### src/rtl/cpu_pkg.sv
// Shared types for the execute stage: ALU opcodes, controller states and
// the bit positions of the NZCV flags.
package cpu_pkg;

  typedef enum logic [2:0] {
    OP_ADD = 3'd0,
    OP_SUB = 3'd1,
    OP_AND = 3'd2,
    OP_ORR = 3'd3,
    OP_EOR = 3'd4,
    OP_LSL = 3'd5,
    OP_LSR = 3'd6,
    OP_MUL = 3'd7
  } alu_op_t;

  typedef enum logic [1:0] {
    ST_IDLE = 2'd0,
    ST_EXEC = 2'd1,
    ST_FIN  = 2'd2
  } alu_state_t;

  localparam int FLAG_N = 3;
  localparam int FLAG_Z = 2;
  localparam int FLAG_C = 1;
  localparam int FLAG_V = 0;

  function automatic logic [3:0] pack_flags(input logic n, input logic z,
                                            input logic c, input logic v);
    logic [3:0] f;
    f         = 4'b0000;
    f[FLAG_N] = n;
    f[FLAG_Z] = z;
    f[FLAG_C] = c;
    f[FLAG_V] = v;
    return f;
  endfunction

endpackage

### src/rtl/alu_seq_if.sv
// Start/done handshake between the multi-cycle controller (master) and the
// execute unit (slave), including operands and the registered result.
interface alu_seq_if #(parameter int WIDTH = 8);
  import cpu_pkg::*;

  logic             start;
  alu_op_t          op;
  logic [WIDTH-1:0] rd1;
  logic [WIDTH-1:0] rd2;
  logic             busy;
  logic             done;
  logic [WIDTH-1:0] result;
  logic [3:0]       flags;

  modport master (
    output start, op, rd1, rd2,
    input  busy, done, result, flags
  );

  modport slave (
    input  start, op, rd1, rd2,
    output busy, done, result, flags
  );

endinterface

### src/rtl/mul8_seq.sv
// 8x8 shift-add multiplier: loaded by start_i, then adds one partial product
// per cycle for exactly 8 cycles while busy_o is high.
module mul8_seq (
  input  logic        clk,
  input  logic        rst_n,
  input  logic        start_i,
  input  logic [7:0]  a_i,
  input  logic [7:0]  b_i,
  output logic        busy_o,
  output logic [15:0] product_o
);

  logic [15:0] acc_q,    acc_d;
  logic [15:0] mcand_q,  mcand_d;
  logic [7:0]  mplier_q, mplier_d;
  logic [2:0]  cnt_q,    cnt_d;
  logic        run_q,    run_d;

  always_comb begin
    acc_d    = acc_q;
    mcand_d  = mcand_q;
    mplier_d = mplier_q;
    cnt_d    = cnt_q;
    run_d    = run_q;
    if (start_i) begin
      acc_d    = 16'h0000;
      mcand_d  = {8'h00, a_i};
      mplier_d = b_i;
      cnt_d    = 3'd0;
      run_d    = 1'b1;
    end else if (run_q) begin
      if (mplier_q[0]) begin
        acc_d = acc_q + mcand_q;
      end
      mcand_d  = {mcand_q[14:0], 1'b0};
      mplier_d = {1'b0, mplier_q[7:1]};
      cnt_d    = cnt_q + 3'd1;
      // The counter wraps on the eighth step, which is also the last one.
      if (cnt_q == 3'd7) begin
        run_d = 1'b0;
      end
    end
  end

  always_ff @(posedge clk or negedge rst_n) begin
    if (!rst_n) begin
      acc_q    <= 16'h0000;
      mcand_q  <= 16'h0000;
      mplier_q <= 8'h00;
      cnt_q    <= 3'd0;
      run_q    <= 1'b0;
    end else begin
      acc_q    <= acc_d;
      mcand_q  <= mcand_d;
      mplier_q <= mplier_d;
      cnt_q    <= cnt_d;
      run_q    <= run_d;
    end
  end

  assign busy_o    = run_q;
  assign product_o = acc_q;

endmodule

### src/rtl/alu_seq.sv
// Multi-cycle execute unit: latches operands on start, runs single-cycle,
// iterative shift or shift-add multiply ops, and returns result + NZCV.
module alu_seq
  import cpu_pkg::*;
#(
  parameter int WIDTH = 8
) (
  input  logic       clk,
  input  logic       rst_n,
  alu_seq_if.slave   bus
);

  alu_state_t       state_q,  state_d;
  alu_op_t          op_q,     op_d;
  logic [WIDTH-1:0] a_q,      a_d;
  logic [WIDTH-1:0] b_q,      b_d;
  logic [2:0]       cnt_q,    cnt_d;
  logic             c_q,      c_d;
  logic [WIDTH-1:0] result_q, result_d;
  logic [3:0]       flags_q,  flags_d;
  logic             done_q,   done_d;

  logic             mul_start;
  logic             mul_busy;
  logic [15:0]      mul_product;

  logic [WIDTH:0]   sum9;
  logic [WIDTH:0]   diff9;
  logic [WIDTH-1:0] fin_res;
  logic             fin_c;
  logic             fin_v;
  logic [3:0]       fin_flags;

  mul8_seq u_mul (
    .clk       (clk),
    .rst_n     (rst_n),
    .start_i   (mul_start),
    .a_i       (bus.rd1),
    .b_i       (bus.rd2),
    .busy_o    (mul_busy),
    .product_o (mul_product)
  );

  // Final result and flags, evaluated from the latched operands in FIN.
  always_comb begin
    sum9    = {1'b0, a_q} + {1'b0, b_q};
    diff9   = {1'b0, a_q} - {1'b0, b_q};
    fin_res = '0;
    fin_c   = 1'b0;
    fin_v   = 1'b0;
    unique case (op_q)
      OP_ADD: begin
        fin_res = sum9[WIDTH-1:0];
        fin_c   = sum9[WIDTH];
        fin_v   = (a_q[WIDTH-1] == b_q[WIDTH-1]) && (sum9[WIDTH-1] != a_q[WIDTH-1]);
      end
      OP_SUB: begin
        fin_res = diff9[WIDTH-1:0];
        fin_c   = ~diff9[WIDTH];
        fin_v   = (a_q[WIDTH-1] != b_q[WIDTH-1]) && (diff9[WIDTH-1] != a_q[WIDTH-1]);
      end
      OP_AND: fin_res = a_q & b_q;
      OP_ORR: fin_res = a_q | b_q;
      OP_EOR: fin_res = a_q ^ b_q;
      OP_LSL, OP_LSR: begin
        fin_res = a_q;
        fin_c   = c_q;
      end
      OP_MUL: begin
        fin_res = mul_product[WIDTH-1:0];
        fin_c   = |mul_product[2*WIDTH-1:WIDTH];
      end
      default: fin_res = '0;
    endcase
    fin_flags = pack_flags(fin_res[WIDTH-1], fin_res == '0, fin_c, fin_v);
  end

  always_comb begin
    state_d   = state_q;
    op_d      = op_q;
    a_d       = a_q;
    b_d       = b_q;
    cnt_d     = cnt_q;
    c_d       = c_q;
    result_d  = result_q;
    flags_d   = flags_q;
    done_d    = 1'b0;
    mul_start = 1'b0;
    unique case (state_q)
      ST_IDLE: begin
        if (bus.start) begin
          a_d       = bus.rd1;
          b_d       = bus.rd2;
          op_d      = bus.op;
          c_d       = 1'b0;
          cnt_d     = (bus.op == OP_LSL || bus.op == OP_LSR) ? bus.rd2[2:0] : 3'd0;
          mul_start = (bus.op == OP_MUL);
          state_d   = ST_EXEC;
        end
      end
      ST_EXEC: begin
        unique case (op_q)
          OP_LSL, OP_LSR: begin
            if (cnt_q == 3'd0) begin
              state_d = ST_FIN;
            end else begin
              cnt_d = cnt_q - 3'd1;
              if (op_q == OP_LSL) begin
                c_d = a_q[WIDTH-1];
                a_d = {a_q[WIDTH-2:0], 1'b0};
              end else begin
                c_d = a_q[0];
                a_d = {1'b0, a_q[WIDTH-1:1]};
              end
            end
          end
          OP_MUL: begin
            if (!mul_busy) begin
              state_d = ST_FIN;
            end
          end
          default: state_d = ST_FIN;
        endcase
      end
      ST_FIN: begin
        result_d = fin_res;
        flags_d  = fin_flags;
        done_d   = 1'b1;
        state_d  = ST_IDLE;
      end
      default: state_d = ST_IDLE;
    endcase
  end

  always_ff @(posedge clk or negedge rst_n) begin
    if (!rst_n) begin
      state_q  <= ST_IDLE;
      op_q     <= OP_ADD;
      a_q      <= '0;
      b_q      <= '0;
      cnt_q    <= 3'd0;
      c_q      <= 1'b0;
      result_q <= '0;
      flags_q  <= 4'b0000;
      done_q   <= 1'b0;
    end else begin
      state_q  <= state_d;
      op_q     <= op_d;
      a_q      <= a_d;
      b_q      <= b_d;
      cnt_q    <= cnt_d;
      c_q      <= c_d;
      result_q <= result_d;
      flags_q  <= flags_d;
      done_q   <= done_d;
    end
  end

  assign bus.busy   = (state_q != ST_IDLE);
  assign bus.done   = done_q;
  assign bus.result = result_q;
  assign bus.flags  = flags_q;

endmodule

### src/flat_wrapper.sv
// flat-port wrapper written by rule: the top's interface ports become plain ports
module alu_seq_flat import cpu_pkg::*;
#(
  parameter int WIDTH = 8
)
  (clk, rst_n, bus_start, bus_op, bus_rd1, bus_rd2, bus_busy, bus_done, bus_result, bus_flags);
  alu_seq_if #(.WIDTH(WIDTH)) bus_i ();
  input  logic clk;
  input  logic rst_n;
  input wire logic [$bits(bus_i.start)-1:0] bus_start;
  input wire logic [$bits(bus_i.op)-1:0] bus_op;
  input wire logic [$bits(bus_i.rd1)-1:0] bus_rd1;
  input wire logic [$bits(bus_i.rd2)-1:0] bus_rd2;
  output wire logic [$bits(bus_i.busy)-1:0] bus_busy;
  output wire logic [$bits(bus_i.done)-1:0] bus_done;
  output wire logic [$bits(bus_i.result)-1:0] bus_result;
  output wire logic [$bits(bus_i.flags)-1:0] bus_flags;
  assign bus_i.start = bus_start;
  assign bus_i.op = bus_op;
  assign bus_i.rd1 = bus_rd1;
  assign bus_i.rd2 = bus_rd2;
  assign bus_busy = bus_i.busy;
  assign bus_done = bus_i.done;
  assign bus_result = bus_i.result;
  assign bus_flags = bus_i.flags;
  alu_seq #(.WIDTH(WIDTH)) u_core (.clk(clk), .rst_n(rst_n), .bus(bus_i));
endmodule
### config.mk
export PLATFORM = sky130hd
export DESIGN_NAME = alu_seq_flat
export DESIGN_NICKNAME = d
export VERILOG_FILES = /design/src/rtl/cpu_pkg.sv /design/src/rtl/alu_seq_if.sv /design/src/rtl/mul8_seq.sv /design/src/rtl/alu_seq.sv /design/src/flat_wrapper.sv
export SDC_FILE = /design/constraint.sdc
export NUM_CORES = 1
export LEC_CHECK = 0
export BUFFER_PORTS_ARGS = -buffer_cell sky130_fd_sc_hd__buf_2
export CAP_MARGIN = 30
export CORE_MARGIN = 3
export CORE_UTILIZATION = 39
export CTS_BUF_LIST = sky130_fd_sc_hd__clkbuf_8
export CTS_CLUSTER_DIAMETER = 30
export DETAILED_ROUTE_END_ITERATION = 8
export MAX_ROUTING_LAYER = met4
export SLEW_MARGIN = 30
export SYNTH_ARGS = -nofsm -noshare
export SYNTH_HDL_FRONTEND = slang
export SYNTH_SLANG_ARGS = --single-unit
### constraint.sdc
create_clock -name clk -period 3.77 [get_ports clk]
set_input_delay 0.754 -clock clk [delete_from_list [all_inputs] [get_ports clk]]
set_output_delay 0.754 -clock clk [all_outputs]
set_load 0.005 [all_outputs]
## Yosys cells after proc, flatten, opt, wreduce, memory -nomap -nowiden

Index checks and enable logic that the tools add are counted.

- Register bits after elaboration: 82

- Equality and inequality tests: 22
- Reduce and logical (&&, ||, !) cells: 17
- $add $sub $neg: 5
- Bitwise logic cells: 4
- Mux-type cells: 38

Operators with widths:

| kind | count |
|---|---|
| $mux 16 | 5 |
| $pmux 8 s7 | 1 |
| $mux 8 | 6 |
| $eq 3x3->1 const B | 8 |
| $mux 3 | 6 |
| $add 16x16->16 | 1 |
| $pmux 8 s2 | 1 |
| $mux 1 | 10 |
| $add 8x8->9 | 1 |
| $sub 8x8->9 | 1 |
| $and 8x8->8 | 1 |
| $logic_not 8->1 | 1 |
| $or 8x8->8 | 1 |
| $pmux 2 s2 | 2 |
| $reduce_bool 2->1 | 4 |
| $reduce_or 8->1 | 1 |
| $xor 8x8->8 | 1 |
| $eq 3x2->1 const B | 2 |
| $logic_not 3->1 | 2 |
| $mux 2 | 3 |
| $ne 2x2->1 const B | 3 |
| $pmux 3 s2 | 1 |
| $pmux 1 s2 | 2 |
| $pmux 1 s4 | 1 |
| other kinds (17) | 21 |

## Longest topological paths before layout

Gate-level depths: netlist of run 1.

- Depth in word-level cells: 5
- Mapped depth: 10
- Gate-level depth less buffers: 10

## Hierarchy

A second synthesis of run 1 with hierarchy kept.

- Cells, all modules: 640
- Area total of the unflattened synthesis: 5524.0 µm²

Modules (own cells, without submodules):

| module | area each (µm²) | sequential area each (µm²) | times used | cells each |
|---|---|---|---|---|
| alu_seq | 3007.9 | 925.9 | 1 | 379 |
| mul8_seq | 2516.2 | 1101.1 | 1 | 261 |

## Least setup slack after synthesis of run 1

OpenSTA, ideal clock, no wires.

- Path kind: reg-to-reg
- Start: reg u_core.a_q[1]
- End: reg u_core.flags_q[2] (netlist: u_core.bus.flags[2])
- Setup time: 0.122 ns
- Arrival: 2.201 ns
- Required time: 3.648 ns
- Buffers on the path: 0
- Stages on the path, launching flop included: 10
- Slack: 1.447 ns
- Cell sequence: dfrtp_1 > inv_1 > ha_1 > o21ba_2 > or4_1 > o211ai_1 > a221o_1 > or3b_1 > a22oi_2 > a32o_1

- Longest elaborated chain between the ends: 3

RTL lines:

| element | line | source |
|---|---|---|
| start, declared | alu_seq.sv:15 | `logic [WIDTH-1:0] a_q, a_d;` |
| start signal, assigned | alu_seq.sv:139 | `a_q <= '0;` |
| start signal, assigned | alu_seq.sv:149 | `a_q <= a_d;` |
| $sub 8x8->9 (tied with other cells) | alu_seq.sv:47 | `diff9 = {1'b0, a_q} - {1'b0, b_q};` |
| $pmux 8 s7 (*) | alu_seq.sv:51 | `unique case (op_q)` |
| $logic_not 8->1 (*) | alu_seq.sv:75 | `fin_flags = pack_flags(fin_res[WIDTH-1], fin_res == '0, fin_c, fin_v);` |
| end signal, assigned | alu_seq.sv:154 | `flags_q <= flags_d;` |
| end, declared | alu_seq.sv:20 | `logic [3:0] flags_q, flags_d;` |

Mark *: on every way between the ends. The rest lies on a longest branch, timed or not.
A chain may end at the register's enable or synchronous reset.

## Worst setup path in the final report of run 1

- Start: reg u_core.a_q[3]
- End: reg u_core.flags_q[2] (netlist: u_core.bus.flags[2])

The elaborated chain is that of the path after synthesis.

==> impl_metrics.toml, run 1 <==
[status]
status = "finished, final reports clean"

[floorplanning]
die_x_um = 126
rows = 43
dieArea_mm2 = 0.0158
die_h_um = 126
core_mm2 = 0.0140
start_util_pct = 40.0
num_io_pins = 36

[cts]
htreeDepth = 3
cts.reportedPaths.clkPinSlew_ns = 0.09
cts_setup_buffers = 0
cts_resized = 0
clock_latency_ns = 0.38
cts_hold_buf = 0
cts_buffers = 9
cts.sinks = 81
tritoncts = "built"
cts-root-buf = "clkbuf_8"
cts_buffer_depth = 2

[timing]
finalCritPeriodShare_pct = 71.4
rsz0062_at_grt = "false"
hold_viol = 0
tightest_slew_ns = 0.823
slew_headroom_pct = 45.2
period_needed_ns = 2.69
fin_tns_setup_ns = 0
maxSlewViolCount = 0
fin_ws_ns = 1.08
clock_skew_ns = 0.0109
setup_viol = 0
timing.fmax_mhz = 372

[detailed_routing]
firstDrtPassIters = 7
routed_via_density = 5.60
drtAntennaViolNets = 0
drt_iter0_markers = 340
drc = 0
totalWireLength_um = 14100
routedWlPerCell_um = 16.9
vias = 4681

[pwr]
seq_power_share_pct = 29.3
pwr-share-comb_pct = 59.7
clkPwrFrac_pct = 11.1
p_leak_nw = 2.81
p_sw_share_pct = 48.4
power_switching_mw = 2.62
vdd_drop_max_mv = 0.371
powerDensity_mw_per_mm2 = 897
power.internal_mw = 2.80

[place]
pre_cts_slack_ns = 1.14
place_congestion = 0.923
dp_hpwl_um = 10600
port-buffer-count = 35

[layout]
drive_above_1_share_pct = 13.0
multi_input_area_mm2 = 0.00324
synthToLayoutAreaGrowth_pct = 7.88
nFillCells = 1358
fin_nets = 719
insertedDiodeCount = 0
ff_latch_area_mm2 = 0.00203
final_cell_mix = "81 x nand2_1, 81 x dfrtp_1, 61 x o21ai_0"

[synthesis]
avgSynthCellArea_um2 = 8.88
synth-simple-area-share_pct = 16.3
synth_compound_area_share_pct = 22.3
synth_fp_nets = 699
synth_mux_area_share_pct = 5.43
synthArstFlopShare_pct = 100
yosys_warnings = 0
synth_top_family_by_area = "compound AO/OA/AOI/OAI gates"
syn_area_mm2 = 0.00560
synth_cells = 631
synth_xor_area_share_pct = 2.95
synth_edf_count = 0
ys_seq_elements = 81
synthDistinctLibCells = 76
synthAdderAreaFrac_pct = 10.7
ys_seq_area_share_pct = 36.2
synthFlopType = "dfrtp_1"

[job]
max_cap_violations = 0

[grt]
grt_pass1_wl_um = 23700
grt_max_degree = 65
track_usage_pct = 18.9
gr-total-overflow = 0
grt_pass1_vias = 4531
antenna_found_initial = 0

[setup_path]
worstPathRequired_ns = 4.03
crit_path_frequent_cell = "nor3_1"
max_stage_delay_ns = 0.46
cp-start-kind = "flip-flop"
arrival_ns = 2.95
critPathKind = "flip-flop to flip-flop"
path_max_fanout = 10
critical_path.cell_chain = "inv_1 -> ha_1 -> a21o_1 -> a221o_1 -> a21oi_1 -> nor3_1 -> nor3_1 -> a22oi_2 -> a32o_1"
slowest_stage = "dfrtp_1"
worst_setup_path_end_kind = "flip-flop"

[hold_path]
hold_path_class = "input pin to asynchronous set/reset pin"
==> cells by family after synthesis <==
| kind of cell | after synthesis |
|---|---|
| XOR/XNOR | 18 |
| multiplexers | 30 |
| flip-flops | 81 |
| buffers and inverters | 68 |
| adder cells (fa/ha/maj) | 46 |
| AND/OR/NAND/NOR | 198 |
| AO/OA/AOI/OAI | 190 |
==> stage by stage <==
step           instances  hold slack, ns  instance area (um2)  power [mW]  utilization, %
2_1_floorplan        631           0.458                 5600        4.11               -
3_3_place_gp         820           0.457                 5850        4.72            41.9
3_5_place_dp         820           0.466                 5850        4.78            41.9
4_1_cts              836           0.485                 6030        5.40            43.1
5_1_grt              836           0.502                 6040        5.94            43.2
6_report             836           0.447                 6040        5.42            43.2
==> layout make-up <==
class                      count  share of cell area [%]
multi-input combinational    482                    53.7
clock inverter                 7                   0.890
timing repair buffer          44                    4.06
inverter                      33                    2.05
tap                          180                    3.73
clock buffer                   9                    2.05
sequential                    81                    33.5
==> worst max-delay path: cells and delay by family (launching register included) <==
kind                     cells  cell delay (ns)
AO/OA/AOI/OAI                5             1.24
buffers and inverters        1             0.09
adder cells (fa/ha/maj)      1             0.42
AND/OR/NAND/NOR              2             0.37
flip-flops                   1             0.46
==> power groups by stage <==
stage	sequential (mW)	combinational (mW)	clock [mW]
2_1_floorplan	1.46	2.65	0
3_3_place_gp	1.59	3.13	0
3_5_place_dp	1.60	3.18	0
4_1_cts	1.58	3.20	0.619
5_1_grt	1.65	3.64	0.660
6_report	1.59	3.23	0.600
==> Yosys cell counts (all sizes together) (4+ instances only) <==
library cell / n / area (um2)
a211oi: 8 / 60.1
a21o: 14 / 105
a21oi: 42 / 210
a22oi: 8 / 65.1
a31oi: 5 / 31.3
and2: 6 / 41.3
and3: 5 / 32.5
buf: 18 / 140
clkbuf: 17 / 77.6
dfrtp: 81 / 2030
ha: 43 / 538
inv: 31 / 116
mux2i: 27 / 270
nand2: 82 / 310
nand2b: 6 / 37.5
nand3: 14 / 70.1
nor2: 48 / 185
nor2b: 5 / 31.3
nor3: 14 / 75.1
o211ai: 4 / 30.0
o21a: 4 / 30.0
o21ai: 62 / 310
o22ai: 4 / 25.0
xnor2: 13 / 114
xor2: 5 / 51.3
==> state kept, by name, summed over array words and instances (netlist names), 4 cells and up <==
signal                  cells
u_core.u_mul.mcand_q       16
u_core.u_mul.product_o     16
u_core.a_q                  8
u_core.b_q                  8
u_core.u_mul.mplier_q       8
u_core.bus.result           7
u_core.bus.flags            4
==> worst paths after layout <==
path,slack (ns),start,cells past startpoint,to
max,1.08,u_core.a_q[3],9,u_core.bus.flags[2]
min,0.45,rst_n,1,u_core.bus.flags[0]
max reg2reg,1.08,u_core.a_q[3],9,u_core.bus.flags[2]
min reg2reg,0.48,u_core.bus.result[1],2,u_core.bus.result[1]
max in group asynchronous,2.63,rst_n,2,u_core.a_q[1]
min in group clk,0.48,u_core.bus.result[1],2,u_core.bus.result[1]
==> routing by layer <==
metal | GRT usage (%) | part of all wire [%] | up-vias
met5 | - | 0 | -
met4 | 4.35 | 1.1 | 0
met3 | 4.20 | 4.8 | 12
met2 | 28.2 | 45 | 135
met1 | 26.4 | 49 | 2250
li1 | - | - | 2284
Power figures use the tool's default switching activity.
==> run 2: changes to the inputs <==
--- a/config.mk
+++ b/config.mk
@@ -5,6 +5,7 @@
 export SDC_FILE = /design/constraint.sdc
 export NUM_CORES = 1
 export LEC_CHECK = 0
+export ABC_AREA = 1
 export BUFFER_PORTS_ARGS = -buffer_cell sky130_fd_sc_hd__buf_2
 export CAP_MARGIN = 30
 export CORE_MARGIN = 3
==> constraint.sdc (replaced) <==
create_clock -name clk -period 2.2 [get_ports clk]
set_input_delay 0.44 -clock clk [delete_from_list [all_inputs] [get_ports clk]]
set_output_delay 0.44 -clock clk [all_outputs]
set_load 0.005 [all_outputs]
==> impl_metrics.toml, run 2 <==
[layout]
fin_util_pct = 45.4
synthToLayoutAreaGrowth_pct = 12.7
mostFrequentLayoutCell = "nand2_1"
final_cell_mix = "206 x nand2_1, 91 x inv_1, 79 x nand3_1, 79 x dfrtp_1, 45 x nor2_1"
insertedDiodeCount = 0
drive_above_1_share_pct = 12.9
fin_nets = 898

[setup_path]
worst_setup_path_end_kind = "flip-flop"
cp-start-kind = "flip-flop"
worstPathRequired_ns = 2.51
max_stage_delay_ns = 0.43
r2r-start = "u_core.a_q[0]"
crit_start = "u_core.a_q[0]"
arrival_ns = 2.32
slowest_stage = "fa_1"
path_max_fanout = 4
critPathKind = "flip-flop to flip-flop"
critical_path.cell_chain = "buf_4 -> ha_1 -> fa_1 -> or2_2 -> nand2_2 -> nand3_1 -> nor2_1 -> nand4_1 -> nand2_1"

[detailed_routing]
drtAntennaViolNets = 0
drc = 0
routed.top_layer = "met4"
firstDrtPassIters = 6
met3_length_um = 480
wl_met1_um = 7980
vias = 5218
routedWlPerCell_um = 15.0
totalWireLength_um = 15300
wl_met2_um = 6610
drt_iter0_markers = 363
routed_via_density = 5.15

[timing]
fin_tns_setup_ns = 0
fin_ws_ns = 0.184
period_needed_ns = 2.02
timing.fmax_mhz = 496
slew_headroom_pct = 56.1
tightest_slew_ns = 0.658
maxSlewViolCount = 0
setup_viol = 0
rsz0062_at_grt = "false"
whs_ns = 0.305
finalCritPeriodShare_pct = 91.6
clock_skew_ns = 0.0120
hold_viol = 0

[cts]
cts_buffer_depth = 2
tritoncts = "built"
cts.reportedPaths.clkPinSlew_ns = 0.08
cts_buffers = 9
htreeDepth = 3
clock_latency_ns = 0.38
cts.sinks = 81
cts-root-buf = "clkbuf_8"

[floorplanning]
die_h_um = 126
start_util_pct = 40.3
rows = 43
dieArea_mm2 = 0.0160
core_mm2 = 0.0140
num_io_pins = 36
die_x_um = 126

[synthesis]
ys_top_cells_by_area = "dfrtp_1 36%, nand2_1 14%, ha_1 9.5%"
synth_fp_nets = 852
synthFlopType = "dfrtp_1"
synth_edf_count = 0
synthDistinctLibCells = 43
syn_area_mm2 = 0.00565
synthAdderAreaFrac_pct = 10.6
synthTopCellsByCount = "207 x nand2_1, 91 x inv_1, 81 x dfrtp_1"
synth_cells = 784
synth_xor_area_share_pct = 1.24
synth_most_common_cell = "nand2_1"
netlist.area_leader.share_pct = 35.8
synthArstFlopShare_pct = 100
yosys_warnings = 0
synth_compound_area_share_pct = 14.4
avgSynthCellArea_um2 = 7.21
ys_seq_area_share_pct = 35.8
yosys.area.top_type = "dfrtp_1"
synth_mux_area_share_pct = 0
synth_top_family_by_area = "simple AND/OR/NAND/NOR gates"
synth-simple-area-share_pct = 28.7
ys_seq_elements = 81

[place]
port-buffer-count = 35
dp_hpwl_um = 11800
pre_cts_slack_ns = 0.107
place_congestion = 0.879

[grt]
grt_pass1_vias = 4902
grt_max_degree = 41
grt_pass1_wl_um = 25300
gr-total-overflow = 0
track_usage_pct = 20.2
antenna_found_initial = 0

[pwr]
p_leak_nw = 3.29
powerDensity_mw_per_mm2 = 1530
vdd_drop_max_mv = 0.600

[job]
max_cap_violations = 0

[status]
status = "finished, final reports clean"

[hold_path]
hold_start = "bus_rd2[3]"
hold_path_class = "input pin to flip-flop"
-- run 2: cell types whose count changed after synthesis, sizes merged, moves of 7 or more --
| cell | before | now |
|---|---|---|
| xnor2 | 13 | 4 |
| a211oi | 8 | 1 |
| mux2i | 27 | 0 |
| a21o | 14 | 0 |
| a22oi | 8 | 0 |
| nand2 | 82 | 212 |
| o21ai | 62 | 74 |
| nand3 | 14 | 80 |
| nand4 | 3 | 15 |
| inv | 31 | 100 |
| nor3 | 14 | 4 |
-- run 2: repair_timing --
item | in CTS | in global routing
hold endpoints to repair | 21 | 0
resized for setup | 0 | 10
hold buffers | 1 | 0
setup buffers | 0 | 4
setup endpoints to repair | 0 | 5
-- run 2: through the flow --
stage          total power [mW]  std cells  cell area (um2)
2_1_floorplan              6.82        784             5650
6_report                   9.76       1014             6370
3_5_place_dp               8.45        994             6100
3_3_place_gp               8.41        994             6100
5_1_grt                    10.8       1014             6370
4_1_cts                    9.61       1010             6300
-- run 2: power by group --
group | internal, mW | switching [mW]
registers | 2.13 | 0.593
clock network | 0.550 | 0.580
logic | 2.19 | 3.71
total | 4.87 | 4.88
-- run 2: cell families after synthesis --
group / count (synthesis)
flip-flops: 81
AND/OR/NAND/NOR: 372
XOR/XNOR: 8
AO/OA/AOI/OAI: 148
buffers and inverters: 129
adder cells (fa/ha/maj): 46
-- run 2: final timing paths --
kind / cells past startpoint / slack (ns) / endpoint
max: 9 / 0.18 / u_core.bus.flags[2]
min: 3 / 0.30 / u_core.b_q[3]
max reg2reg: 9 / 0.18 / u_core.bus.flags[2]
min reg2reg: 2 / 0.49 / u_core.bus.result[3]
max in group asynchronous: 3 / 1.11 / u_core.u_mul.product_o[10]
min in group asynchronous: 2 / 0.50 / u_core.b_q[1]
-- run 2: layer usage --
metal / vias to the layer above / GRT usage [%]
met2: 98 / 29.6
met3: 14 / 3.07
li1: 2664 / -
met5: - / -
met1: 2442 / 29.5
met4: 0 / 4.98
-- run 2: worst max-delay path, delay by kind of cell, from the launching register on --
kind / cells / cell delay (ns)
adder cells (fa/ha/maj): 2 / 0.67
buffers and inverters: 1 / 0.14
flip-flops: 1 / 0.39
AND/OR/NAND/NOR: 6 / 0.74
-- run 2: area by class of cell --
type,instances,area [um2]
clock buffer,10,138
clock inverter,5,56.3
fill,1462,7670
inverter,101,379
multi-input combinational,574,3140
sequential,81,2030
tap,180,225
timing repair buffer,63,403
==> run 3: changes to the inputs <==
==> constraint.sdc (replaced) <==
create_clock -name clk -period 1.9 [get_ports clk]
set_input_delay 0.38 -clock clk [delete_from_list [all_inputs] [get_ports clk]]
set_output_delay 0.38 -clock clk [all_outputs]
set_load 0.005 [all_outputs]
==> impl_metrics.toml, run 3 (synthesized netlist as in run 2, its figures left out) <==
[layout]
mostFrequentLayoutCell = "nand2_1"
fin_area_mm2 = 0.00699
fin_nets = 943
synthToLayoutAreaGrowth_pct = 23.7
insertedDiodeCount = 0
finalNonFillerCells = 1060
final_cell_mix = "201 x nand2_1, 86 x inv_1, 75 x dfrtp_1"
drive_above_1_share_pct = 22.8

[place]
pre_cts_slack_ns = -0.111
place_congestion = 0.934
post-place-cells = 1039
dp_hpwl_um = 12300
port-buffer-count = 35
placed_cell_area_mm2 = 0.00646

[grt]
grt_pass1_wl_um = 26300
grt_max_degree = 31
track_usage_pct = 21.0
gr-total-overflow = 0
antenna_found_initial = 0
grt_pass1_vias = 5112

[hold_path]
hold_start = "bus_rd2[5]"
hold_depth = 3
hold_path_class = "input pin to flip-flop"

[floorplanning]
dieArea_mm2 = 0.0160
die_h_um = 126
core_mm2 = 0.0140
die_x_um = 126
num_io_pins = 36
start_util_pct = 40.3
rows = 43

[cts]
htreeDepth = 3
cts-root-buf = "clkbuf_8"
cts_buffer_depth = 2
clock_latency_ns = 0.37
cts.sinks = 81
cts_buffers = 9
cts.reportedPaths.clkPinSlew_ns = 0.10
tritoncts = "built"

[detailed_routing]
drc = 0
routedWlPerCell_um = 15.1
drtAntennaViolNets = 0
totalWireLength_um = 16000
drt_iter0_markers = 349
firstDrtPassIters = 5
vias = 5429
routed_via_density = 5.12

[timing]
rsz0062_at_grt = "true"
setup_viol = 2
period_needed_ns = 1.93
tightest_slew_ns = 0.652
clock_skew_ns = 0.00911
finalCritPeriodShare_pct = 102
slew_headroom_pct = 56.5
hold_viol = 0
timing.fmax_mhz = 517
fin_ws_ns = -0.0328
maxSlewViolCount = 0

[setup_path]
critical_path.cell_chain = "ha_4 -> fa_2 -> inv_2 -> nand3_2 -> nand2_1 -> nor2_1 -> nand2_1 -> nand2_2 -> nand3_2 -> nor2_2 -> nand4_1 -> nand2_1"
worst_setup_path_end_kind = "flip-flop"
crit_family = "adder cells"
worstPathRequired_ns = 2.22
r2r_end = "u_core.bus.flags[2]"
path_max_fanout = 3
cp-start-kind = "flip-flop"
r2r-start = "u_core.b_q[0]"
path_buf_inv = 1
critPathKind = "flip-flop to flip-flop"
regToRegSetupSlack_ns = -0.03
max_stage_delay_ns = 0.53
slowest_stage = "fa_2"
reg2reg_depth = 12
endpoint = "u_core.bus.flags[2]"
crit_cells = 12
arrival_ns = 2.25
crit_start = "u_core.b_q[0]"
crit_path_frequent_cell = "nand2_1"

[pwr]
p_leak_nw = 3.53
vdd_drop_max_mv = 0.935
finalPower_mw = 13.1
powerDensity_mw_per_mm2 = 1870

[status]
violations = "negative setup slack"
status = "complete, but fails checks"

[job]
max_cap_violations = 0
run 3: what timing repair did:
action,in CTS,in global routing
pin swaps,6,11
endpoints found under the setup margin,6,19
cloned,0,0
resized for setup,8,56
hold endpoints to repair,25,0
hold buffers,1,0
setup buffers,2,2
run 3: worst reg2reg max path, delay by kind of cell, from the launching register on:
kind / cells / cell delay, ns
AND/OR/NAND/NOR: 9 / 0.70
flip-flops: 1 / 0.45
buffers and inverters: 1 / 0.04
adder cells (fa/ha/maj): 2 / 0.71
run 3: layout make-up:
class,instances,area [um2]
Inverter,101,379
Tap cell,180,225
Clock buffer,9,124
Sequential cell,81,2030
Multi-Input combinational cell,574,3360
Clock inverter,7,101
Timing Repair Buffer,108,769
Fill cell,1389,7050
run 3: per-stage QoR:
step | hold slack [ns] | util (%) | setup TNS, ns
finish | 0.256 | 49.8 | -0.0546
global placement | 0.350 | 46.0 | -0.0460
CTS | 0.236 | 47.9 | -0.0430
floorplan | 0.0844 | - | 0
detailed placement | 0.355 | 46.0 | -0.374
global route | 0.260 | 49.8 | -0.393
run 3: how the worst min path moves through the flow:
stage	slack [ns]	to
2_1_floorplan	0.08	u_core.a_q[0]
3_3_place_gp	0.35	u_core.b_q[2]
3_5_place_dp	0.36	u_core.b_q[2]
4_1_cts	0.24	u_core.b_q[5]
5_1_grt	0.26	u_core.u_mul.mplier_q[4]
6_report	0.26	u_core.b_q[5]
run 3: per-layer routing:
layer | global-route usage [%] | wire, um | vias to the layer above
met5 | - | 0 | -
met4 | 6.56 | 335 | 0
met3 | 3.37 | 1040 | 25
met2 | 30.1 | 6900 | 171
met1 | 30.5 | 7730 | 2465
li1 | - | - | 2768
run 3: report_power, final:
group | total [mW] | switching, mW | internal [mW]
clock | 1.47 | 0.714 | 0.756
sequential | 3.14 | 0.664 | 2.48
combinational | 8.45 | 4.83 | 3.63
total | 13.1 | 6.21 | 6.86
